**config.mk**
```make
export PLATFORM = sky130hd
export DESIGN_NAME = draw_addr_sweep
export DESIGN_NICKNAME = d
export VERILOG_FILES = /design/src/rtl/draw_addr_sweep.sv
export SDC_FILE = /design/constraint.sdc
export NUM_CORES = 1
export LEC_CHECK = 0
export CELL_PAD_IN_SITES_DETAIL_PLACEMENT = 0
export CELL_PAD_IN_SITES_GLOBAL_PLACEMENT = 1
export CORE_MARGIN = 4
export CORE_UTILIZATION = 30
export CTS_CLUSTER_DIAMETER = 30
export DETAILED_ROUTE_END_ITERATION = 16
export HOLD_SLACK_MARGIN = 0.1
export PLACE_DENSITY_LB_ADDON = 0.1
export SLEW_MARGIN = 15
export SYNTH_ARGS = -nofsm -noshare
export SYNTH_HDL_FRONTEND = slang
export SYNTH_SLANG_ARGS = --single-unit
```
**constraint.sdc**
```tcl
create_clock -name clk -period 2.9 [get_ports clk]
set_input_delay 0.725 -clock clk [delete_from_list [all_inputs] [get_ports clk]]
set_output_delay 0.725 -clock clk [all_outputs]
set_load 0.05 [all_outputs]
```
**src/rtl/draw_addr_sweep.sv**
```systemverilog
// draw_addr_sweep: handshaked index sweep for the draw path.
// Sweeps [START_IDX, END_IDX) by STEP. Each live beat presents LANES interleaved
// bank addresses {idx, lane}. Supports one-shot or wrapping passes, plus hold and abort.
// Optional build macro SWEEP_REVERSE_EN adds the 'rev' input, which selects a
// descending sweep when a start is accepted.
module draw_addr_sweep #(
  parameter int LANES     = 2,
  parameter int IDX_W     = 13,
  parameter int LANE_W    = $clog2(LANES),
  parameter int ADDR_W    = IDX_W + LANE_W,
  parameter int START_IDX = 512,
  parameter int END_IDX   = 640,
  parameter int STEP      = 1
) (
  input  logic                    clk,
  input  logic                    reset,
  input  logic                    start,
  input  logic                    hold,
  input  logic                    abort,
  input  logic                    wrap,
`ifdef SWEEP_REVERSE_EN
  input  logic                    rev,
`endif
  output logic                    busy,
  output logic                    valid,
  output logic                    done,
  output logic [IDX_W-1:0]        idx,
  output logic [LANES*ADDR_W-1:0] addr
);

  // The last index is the final reachable point of the sweep, not END_IDX-1,
  // because STEP may not divide the range evenly.
  localparam int NBEATS   = (END_IDX - START_IDX + STEP - 1) / STEP;
  localparam int LAST_IDX = START_IDX + (NBEATS - 1) * STEP;

  localparam logic [IDX_W-1:0] START_V = IDX_W'(START_IDX);
  localparam logic [IDX_W-1:0] LAST_V  = IDX_W'(LAST_IDX);
  localparam logic [IDX_W-1:0] STEP_V  = IDX_W'(STEP);

  // One extra bit keeps idx+STEP from overflowing when END_IDX == 2**IDX_W.
  localparam logic [IDX_W:0] START_X = (IDX_W+1)'(START_IDX);
  localparam logic [IDX_W:0] END_X   = (IDX_W+1)'(END_IDX);
  localparam logic [IDX_W:0] STEP_X  = (IDX_W+1)'(STEP);

  if (LANES < 2 || (LANES & (LANES - 1)) != 0) begin : g_bad_lanes
    $error("draw_addr_sweep: LANES must be a power of 2 and at least 2");
  end
  if (STEP < 1) begin : g_bad_step
    $error("draw_addr_sweep: STEP must be at least 1");
  end
  if (START_IDX >= END_IDX || longint'(END_IDX) > (longint'(1) << IDX_W)) begin : g_bad_range
    $error("draw_addr_sweep: need START_IDX < END_IDX <= 2**IDX_W");
  end

  typedef enum logic [1:0] {
    IDLE = 2'd0,
    RUN  = 2'd1,
    FIN  = 2'd2
  } state_t;

  state_t           state, next_state;
  logic [IDX_W-1:0] next_idx;
  logic             done_q, next_done;
  logic             last_beat;
  logic             desc;

`ifdef SWEEP_REVERSE_EN
  logic rev_q, next_rev;
  assign desc = rev_q;
`else
  assign desc = 1'b0;
`endif

  // Registers for state, index, done pulse and captured direction.
  always_ff @(posedge clk or posedge reset) begin
    if (reset) begin
      state  <= IDLE;
      idx    <= START_V;
      done_q <= 1'b0;
`ifdef SWEEP_REVERSE_EN
      rev_q  <= 1'b0;
`endif
    end else begin
      state  <= next_state;
      idx    <= next_idx;
      done_q <= next_done;
`ifdef SWEEP_REVERSE_EN
      rev_q  <= next_rev;
`endif
    end
  end

  // Detect whether the current index is the final beat of a pass in the active direction.
  always_comb begin
    if (desc) begin
      last_beat = (({1'b0, idx} - START_X) < STEP_X);
    end else begin
      last_beat = (({1'b0, idx} + STEP_X) >= END_X);
    end
  end

  // Next-state, next-index and done-pulse logic. Abort overrides everything else.
  always_comb begin
    next_state = state;
    next_idx   = idx;
    next_done  = 1'b0;
`ifdef SWEEP_REVERSE_EN
    next_rev   = rev_q;
`endif
    if (abort) begin
      next_state = IDLE;
      next_idx   = START_V;
    end else begin
      case (state)
        IDLE: begin
          if (start) begin
            next_state = RUN;
            next_idx   = START_V;
`ifdef SWEEP_REVERSE_EN
            next_rev   = rev;
            if (rev) begin
              next_idx = LAST_V;
            end
`endif
          end
        end
        RUN: begin
          if (!hold) begin
            if (last_beat) begin
              next_done = 1'b1;
              if (wrap) begin
                next_idx = desc ? LAST_V : START_V;
              end else begin
                next_state = FIN;
              end
            end else begin
              next_idx = desc ? (idx - STEP_V) : (idx + STEP_V);
            end
          end
        end
        FIN: begin
          next_state = IDLE;
          next_idx   = START_V;
        end
        default: begin
          next_state = IDLE;
          next_idx   = START_V;
        end
      endcase
    end
  end

  // Output decodes from registered state, plus the lane address fan-out.
  always_comb begin
    busy  = (state != IDLE);
    valid = (state == RUN) && !hold;
    done  = done_q;
    addr  = '0;
    for (int k = 0; k < LANES; k++) begin
      addr[k*ADDR_W +: ADDR_W] = {idx, LANE_W'(k)};
    end
  end

endmodule

```
Word level (Yosys, flattened, before mapping) --
Cells that the tools add are included.
Word-level totals: bits of input ports 6, logic and storage cells 34, register bits after elaboration 16, output and inout bits 44
Cells by class: eq/ne operators 6, $lt $le $gt $ge 1, add/subtract/negate cells 2, reduce and logical (&&, ||, !) cells 6, muxes and demuxes 16
Operator list (number):
- $mux W13 | 5
- $pmux W13 S2 | 1
- $add A13 B1 Y14 const B | 1
- $ge A14 B10 Y1 const B | 1
- $add A13 B1 Y13 const B | 1
- $ne A3 B3 Y1 const B | 4
- $mux W2 | 5
- $mux W1 | 4
- $ne A4 B4 Y1 const B | 1
- $pmux W2 S2 | 1
- $reduce_and A4 Y1 | 1
- $reduce_and A3 Y1 | 1
- $eq A2 B1 Y1 const B | 1
- $logic_not A2 Y1 | 1
- $reduce_bool A2 Y1 | 1
- $logic_and A1 B1 Y1 | 1
- $logic_not A1 Y1 | 1

Logic depth before layout (Yosys ltp) --
word-level depth 6, mapped depth 8, gate-level depth less buffers 7

Least setup slack after synthesis --
No wires, ideal clock.
path type in2out, start point input port hold, end point output port valid, data arrival time 1944 ps, stages 2, data required time 2175 ps, path slack 231 ps, path buffers 1, path through clkbuf_1 nor3_1
Between the ends: cells in the longest elaborated chain, start to end 2
Ends and longest elaborated chain:
- start: declaration | line 18 | input logic hold,
- $logic_not A1 Y1 | line 156 | valid = (state == RUN) && !hold;
- $logic_and A1 B1 Y1 | line 156
- end: declaration | line 25 | output logic valid,
No other way between the ends.

Final worst setup path --
start point register idx[0], end point register idx[2]
Between the ends: cells in the longest elaborated chain, start to end 6, elaborated cells between the ends (all ways) 9, those cells by class 2 x add/sub; 1 x order compare; 1 x eq/ne; 4 x mux; 1 x reduce/logical
Ends and longest elaborated chain:
- start: declaration | line 27 | output logic [IDX_W-1:0] idx,
- start signal: assignment | line 85 | idx <= next_idx;
- $add A13 B1 Y14 | line 98 | last_beat = (({1'b0, idx} + STEP_X) >= END_X);
- $ge A14 B10 Y1 | line 98
- $mux W13 | line 129 | if (last_beat) begin
- $mux W13 | line 128 | if (!hold) begin
- $pmux W13 S2 | line 114 | case (state)
- $mux W13 | line 110 | if (abort) begin
Several ways; a longest one is shown, not always the timed one. The select of a mux whose other input is x is not followed. A chain may end at the register's enable or synchronous reset.

==> results <==
## power groups by stage
stage	combinational (W)	sequential, W	clock, W
floorplan	0.0000467	0.000236	0
global placement	0.0000696	0.000232	0
detailed placement	0.0000692	0.000233	0
CTS	0.0000694	0.000228	0.000186
global route	0.0000737	0.000229	0.000198
finish	0.0000680	0.000229	0.000175
## cell families (layout without fill, tap and decap cells)
logic type | count (synthesis) | count (layout) | synth area share (%)
compound gates | 29 | 29 | 16.8
fa+ha+maj | 1 | 1 | 1.03
flops | 16 | 16 | 33.2
buf+inv | 37 | 56 | 21.1
other cells | 2 | 2 | 0.621
simple gates | 54 | 54 | 26.5
mux | 1 | 1 | 0.827
## metrics by stage
step | setup WS (ps) | hold slack [ps]
final | 393 | 530
after global routing | 153 | 562
after CTS | 385 | 529
after detailed placement | 404 | 517
after global placement | 432 | 516
after floorplan | 231 | 477
## cells in the final DEF, fill, tap and decap left out, drive strengths merged, types with 3 or more instances in the layout
cell            n
nand2          11
nor2            5
nor3            4
o21ai           5
nand4           5
nand3           4
dfrtp          15
inv             4
a31oi           3
clkbuf          4
clkdlybuf4s50  46
a21o            9
or3             6
a21oi           7
and2            5
## final timing paths
| check | end | cells after the start | slack [ps] | start |
|---|---|---|---|---|
| min in group asynchronous | idx[0] | 2 | 850 | reset |
| setup / recovery | idx[2] | 7 | 390 | idx[0] |
| setup reg to reg | idx[2] | 7 | 390 | idx[0] |
| hold reg to reg | state[0] | 1 | 530 | state[0] |
| hold / removal | state[0] | 1 | 530 | state[0] |
| max in group asynchronous | idx[12] | 2 | 1650 | reset |
## flip-flops by register name (all words and copies together) (netlist names)
register  cells
done          1
state         2
idx          13
## routing by layer
layer / vias to the layer above / share of wire [%] / track usage, %
li1: 507 / - / -
met1: 476 / 47 / 14.7
met2: 32 / 48 / 18.3
met3: 2 / 4.6 / 2.24
met4: 0 / 0.66 / 3.76
met5: - / 0 / 0
## cells in the mapped netlist (all sizes together), types with 2 or more instances
library cell  count
and2              5
a21o              9
nor4b             2
nand2            11
conb              2
nand4             5
dfrtp            15
buf              32
o21ai             5
or3               6
nor3              4
nand3b            2
inv               4
a21oi             7
or4               2
nor4              2
nor2              5
nand3             4
a31oi             3
## final cells by class
type | count | area (sq um)
fillers | 360 | 2210
multi-input cells | 87 | 553
repair buffers | 48 | 488
flip-flops and latches | 16 | 402
well taps | 48 | 60.1
clock buffers | 4 | 45.0
inverters | 4 | 15.0
## critical path: cells and delay by family (launching register included)
kind	cells	cell delay, ps
simple gates	4	1190
fa+ha+maj	1	290
compound gates	1	140
mux	1	340
flops	1	490
==> out/qor.yml <==
cts_root_buffer: "clkbuf_8"
via_per_inst: 4.91
fp.dieW_um: 71.5
final_antenna_net_count: 0
ioPinCount: 50
power.density_nw_per_um2: 302
worstPathArrival_ps: 2690
worstSkewPairLatency_ps: 250
power_frac_clock_pct: 37.1
place.gp.congestion: 0.751
fin_nets: 167
yosysWarnings: 0
cts_tree: "done"
fmax_mhz: 399
syn_inst: 140
routedWlPerCell_um: 13.1
worstSetupPathType: "flip-flop to flip-flop"
synth_edf_count: 0
synth_top_area_share_pct: 31.0
sw_frac_of_total_pct: 27.0
max-cap-violations: 0
portBuffers: 47
period_share_pct: 86.5
async_flop_share_pct: 100
post_dp_cell_area_sq_um: 1520
synthToLayoutAreaGrowth_pct: 29.2
path_clk_slew_ps: 70
cp_cell_sequence: "ha_1 -> nand2_1 -> nor3_1 -> mux2i_1 -> nand4b_1 -> nor4b_1 -> a211o_1"
setup.worst_path.end_class: "flip-flop"
drt_iter0_markers: 16
ys_top_cells_by_area: "dfrtp_1, buf_4, a21o_1"
syn-num-nets: 147
firstDrtPassIters: 4
cts_setup_buffers: 0
p_leak_nw: 0.654
vias: 1017
syn-cell-area_sq_um: 1210
grt_pass1_vias: 985
setup_viol: 0
cts_sinks: 16
hold_class: "flip-flop to flip-flop"
grt_usage_pct: 11.2
final_area_sq_um: 1560
path_max_fanout: 11
status: "finished clean"
grt_max_degree: 17
fin_crit_ps: 2510
finalPower_w: 0.000472
hold_viol: 0
diodes: 0
ys_ff_latch: 16
netSwitchingPower_w: 0.000127
slew_viol_final: 0
rsz0062_at_grt: "no"
startpoint_type: "flip-flop"
avgSynthCellArea_sq_um: 8.64
htree_levels: 1
start_util_pct: 32.1
crit_slowest_cell: "dfrtp_1"
clockBufferDepth: 2
synth_ff_type: "dfrtp_1"
yosysUniqueCellTypes: 39
ctsHoldBuffers: 0
drc: 0
drive_gt1_share_pct: 8.18
place_inst: 203
p_seq_share_pct: 48.5
core-area_sq_um: 3770
utilization_pct: 41.4
seq_area_frac_synth_pct: 33.2
setup_tns_ps: 0
fin_skew_ps: 1.47
ctsResizeCount: 0
instances_no_fill: 207
tightestPinTransition_ps: 619
antenna_found_initial: 0
chipHeight_um: 71.5
routed_wirelength_um: 2720
p_int_w: 0.000345
dpl.hpwl_um: 2010
max_slew_margin_pct: 58.7
peakVddDrop_mv: 0.152
yosysTopAreaCell: "dfrtp_1"
worstPathRequired_ps: 3090
grt_pass1_wl_um: 4660
p_comb_share_pct: 14.4
grt.overflow.total: 0
die_area_sq_um: 5110
rows: 22
cts_buffers: 3
critPathMaxStageDelay_ps: 490
No activity file was read; power rests on OpenSTA's default activity.
==> variant 1: new RTL, config.mk and constraints unchanged <==
Build with the macro `SWEEP_REVERSE_EN` defined.
--- a/src/rtl/draw_addr_sweep.sv
+++ b/src/rtl/draw_addr_sweep.sv
@@ -5,2 +5,4 @@
 // descending sweep when a start is accepted.
+`define SWEEP_REVERSE_EN
+
 module draw_addr_sweep #(
Ports: changed (added rev); port bits go from 50 to 51. The function was not compared with the original's and may differ.
==> variant 1 against the unedited design <==
Count of clock-buffer cells in the layout shrank 1. Critical path depth grew 1. Routed wire length grew 63%. Sequential power grew 52%. Synthesized area grew 40%. Power grew to 3.4 times the old value. Clock skew shrank 0.00057 ns. Sequential cell count grew 1. Setup slack lost 0.18 ns. Cell count grew 43%. Fmax shrank 6.8%. Cell area grew 36%. Highest routed layer unchanged.
==> variant 1: results (changes against the unedited design) <==
| Metric | Value |
|---|---|
| Reg2Reg Depth | 8 (was 7) |
| Sequential share of cell area | 20.0% (was 25.7%) |
| Hold EP | idx[12] (was state[0]) |
| Cells after synthesis | 198 (was 140) |
| Synth Area in Adders | 10.8% (was 1.03%) |
| First-pass GRT wire length | 7490 um (was 4660 um) |
| Status | finished, final reports clean (unchanged) |
| Area of the multi-input gates | 0.00101 sq mm (was 553 sq um) |
| Compound-gate portion of the synthesized area | 25.2% (was 16.8%) |
| Avg Vias per Cell | 5.05 (was 4.91) |
| R2R Path Start | desc (was idx[0]) |
| Setup WS pre-CTS | 0.216 ns (was 0.404 ns) |
| Peak supply drop | 272 uV (was 152 uV) |
| Largest net degree at the start of global routing | 21 (was 17) |
| Post-synthesis mux area share | 0.666% (was 0.827%) |
| Fillcell total | 561 (was 360) |
| Synth top cells by count | buf_4 (29), dfrtp_1 (16), nand2_1 (15), nor2_1 (15), ha_1 (13) (was buf_4 (28), dfrtp_1 (15), nand2_1 (11)) |
| Reg2reg setup slack | 0.21 ns (was 0.39 ns) |
| Fraction of layout cells with a size suffix above 1 | 6.25% (was 8.18%) |
| Via count of the first global-routing pass | 1,497 (was 985) |
| Hold slack | 0.591 ns (was 0.530 ns) |
| Power Combinational | 0.00106 W (was 0.0000680 W) |
| P_int | 0.000769 W (was 0.000345 W) |
| GPL Wtd Cong | 0.811 (was 0.751) |
| Layout Skew | 0.000901 ns (was 0.00147 ns) |
| #MultiIn Comb | 143 (was 87) |
| Crit-path max cell delay | 0.54 ns (was 0.49 ns) |
| Dpl cells | 292 (was 203) |
| Total track usage | 12.9% (was 11.2%) |
| Non-clock buffer count | 52 (was 48) |
| Post-DP Area | 0.00209 sq mm (was 0.00152 sq mm) |
| Final Non-Filler Cells | 296 (was 207) |
| FF+latch count, synth | 17 (was 16) |
| Area Overhead vs Synth | 26.0% (was 29.2%) |
| Slew at the pin closest to its max-slew limit | 0.702 ns (was 0.619 ns) |
| Library cells used by synthesis | 46 (was 39) |
| Clkbuf count | 3 (was 4) |
| Multi-input gate share of total cell area | 47.2% (was 35.4%) |
[variant 1: cell count changes in the layout (fill, tap and decap cells not counted), moves of 5 or more]
cell,unedited run,this run
xnor2_1,0,7
a21oi_1,6,11
and2_1,5,0
nor2_1,5,15
ha_1,1,13
[variant 1: worst max path at each step]
| stage | start | end | slack (ns) | cells past startpoint |
|---|---|---|---|---|
| floorplan | idx[9] | idx[4] | 0.23 | 10 |
| global placement | desc | idx[12] | 0.26 | 8 |
| detailed placement | desc | idx[12] | 0.22 | 8 |
| CTS | desc | idx[12] | 0.20 | 8 |
| global route | idx[9] | idx[2] | 0.07 | 10 |
| finish | desc | idx[12] | 0.21 | 8 |
[variant 1: metal layers]
| metal | wire length (um) | vias up | track usage (%) |
|---|---|---|---|
| li1 | - | 738 | - |
| met1 | 2030 | 708 | 16.1 |
| met2 | 2140 | 40 | 22.3 |
| met3 | 143 | 10 | 1.49 |
| met4 | 101 | 0 | 5.65 |
| met5 | 0 | - | 0 |
==> variant 2: new RTL, same settings <==
Made on the original files. Re-encode `state_t` (3 states) as one-hot, 3 bits wide.
--- a/src/rtl/draw_addr_sweep.sv
+++ b/src/rtl/draw_addr_sweep.sv
@@ -54,6 +54,6 @@
 
-  typedef enum logic [1:0] {
-    IDLE = 2'd0,
-    RUN  = 2'd1,
-    FIN  = 2'd2
+  typedef enum logic [2:0] {
+    IDLE = 3'b001,
+    RUN  = 3'b010,
+    FIN  = 3'b100
   } state_t;
Check against the original RTL: no difference found for any inputs over 10 cycles, from zero or initial values and one cycle with reset high; not proved beyond that.
==> variant 2 against the unedited design <==
Clock power up 4%. Die area up 12%. Via count up 22%. Non-clock buffer count up 5. Core utilization down 1.8 points. Synthesized area up 13%. Sequential cell count up 1. Cell area up 11%. Setup slack worse by 0.11 ns. Routed wire length up 30%. Critical path depth up 2. Power up 20%. Critical path type unchanged. Critical endpoint is now idx[0].
==> variant 2: results (changes against the unedited design) <==
| Metric | Value |
|---|---|
| Reg2Reg Depth | 9 (was 7) |
| First-pass GRT wire length | 5500 um (was 4660 um) |
| Arr. time, crit path | 2.76 ns (was 2.69 ns) |
| Slew at the pin closest to its max-slew limit | 0.725 ns (was 0.619 ns) |
| CP Max Fanout | 17 (was 11) |
| Synth Area per Inst | 8.90 sq um (was 8.64 sq um) |
| Top post-synthesis cells by area | dfrtp_1 (27%), buf_4 (16%), dfstp_2 (3.8%) (was dfrtp_1 (31%), buf_4 (17%), a21o_1 (5.6%)) |
| Status | finished, final reports clean (unchanged) |
| Fraction of layout cells with a size suffix above 1 | 12.6% (was 8.18%) |
| CTS max path bufs | 2 (unchanged) |
| Synth top cells by count | buf_4 (29), dfrtp_1 (15), nand2_1 (10) (was buf_4 (28), dfrtp_1 (15), nand2_1 (11)) |
| Layout Skew | 0.00151 ns (was 0.00147 ns) |
| Reg2reg setup slack | 0.28 ns (was 0.39 ns) |
| GPL Wtd Cong | 0.832 (was 0.751) |
| Largest net degree at the start of global routing | 18 (was 17) |
| Net Sw Power | 0.000175 W (was 0.000127 W) |
| Num CTS Buffers | 3 (unchanged) |
| Reg2reg end | idx[0] (was idx[2]) |
| Nets@finish | 183 (was 167) |
| Leakage dissipation | 0.727 nW (was 0.654 nW) |
| Post-detailed-placement half-perimeter wirelength | 2670 um (was 2010 um) |
| Hold_sp | idx[1] (was state[0]) |
| Hold EP | idx[1] (was state[0]) |
| DR vias | 1,236 (was 1,017) |
| Final wirelength | 3520 um (was 2720 um) |
| Via count of the first global-routing pass | 1,106 (was 985) |
| Library cells used by synthesis | 48 (was 39) |
| Initial DRC Count | 46 (was 16) |
| Peak supply drop | 214 uV (was 152 uV) |
## variant 2: cell count changes in the layout (fill, tap and decap cells not counted), moves of 3 or more
| cell | before | now |
|---|---|---|
| buf_4 | 1 | 6 |
| nor2_1 | 5 | 8 |
| and3_1 | 1 | 5 |
| nand2b_1 | 0 | 5 |
| or3_1 | 5 | 0 |
| a31o_2 | 0 | 3 |
| a21o_1 | 9 | 1 |
| a31o_1 | 0 | 3 |
| a32o_1 | 0 | 5 |
| o21ai_0 | 5 | 2 |
| a21oi_1 | 6 | 1 |
## variant 2: how the worst max path moves through the flow
stage          startpoint  slack (ns)      to
3_5_place_dp        abort        0.25  idx[0]
4_1_cts            idx[0]        0.29  idx[0]
6_report           idx[0]        0.28  idx[0]
5_1_grt            idx[1]        0.14  idx[0]
3_3_place_gp        abort        0.28  idx[0]
2_1_floorplan      idx[0]        0.21  idx[6]
## variant 2: cell type report
class / count / area [sq um]
sequential: 17 / 428
multi-input combinational: 99 / 666
timing repair buffer: 53 / 526
tap: 52 / 65.1
clock inverter: 1 / 5.00
fill: 438 / 2650
clock buffer: 3 / 41.3
inverter: 2 / 7.51
## variant 2: kinds of logic (layout without fill, tap and decap cells)
| logic type | after synthesis | in the layout | share of synthesized area [%] |
|---|---|---|---|
| adders and majority gates | 1 | 1 | 0.912 |
| and+or+nand+nor | 62 | 62 | 26.6 |
| buffers and inverters | 38 | 59 | 20.3 |
| DFF | 17 | 17 | 31.2 |
| AOI/OAI and AO/OA | 33 | 33 | 19.7 |
| muxes | 1 | 1 | 0.821 |
| other | 2 | 2 | 0.548 |
## variant 2: routing by layer
layer | vias up | share of wire [%] | track usage, %
li1 | 580 | - | -
met1 | 607 | 47 | 17.1
met2 | 43 | 47 | 20.2
met3 | 6 | 4.9 | 1.98
met4 | 0 | 1.4 | 5.44
met5 | - | 0 | 0
## variant 2: through the flow
step,hold slack [ns],utilization [%],area (sq um),setup WS (ns)
floorplan,0.626,-,1370,0.209
CTS,0.627,39.6,1740,0.291
global route,0.663,39.6,1740,0.142
finish,0.620,39.6,1740,0.284
detailed placement,0.611,38.6,1690,0.255
global placement,0.591,38.6,1690,0.279
## variant 2: power groups by stage
stage | clock network, W | logic [W] | registers [W]
floorplan | 0 | 0.0000845 | 0.000259
global placement | 0 | 0.000130 | 0.000257
detailed placement | 0 | 0.000130 | 0.000258
CTS | 0.000189 | 0.000131 | 0.000253
global route | 0.000200 | 0.000142 | 0.000255
finish | 0.000182 | 0.000130 | 0.000254
## variant 2: worst max-delay path: stages, from the launching register on
cell	delay, ns
dfrtp_1	0.44
ha_1	0.28
and3_1	0.32
a311o_1	0.31
and3_1	0.26
nor3_4	0.14
buf_4	0.23
o31ai_1	0.10
buf_4	0.16
mux2_2	0.25
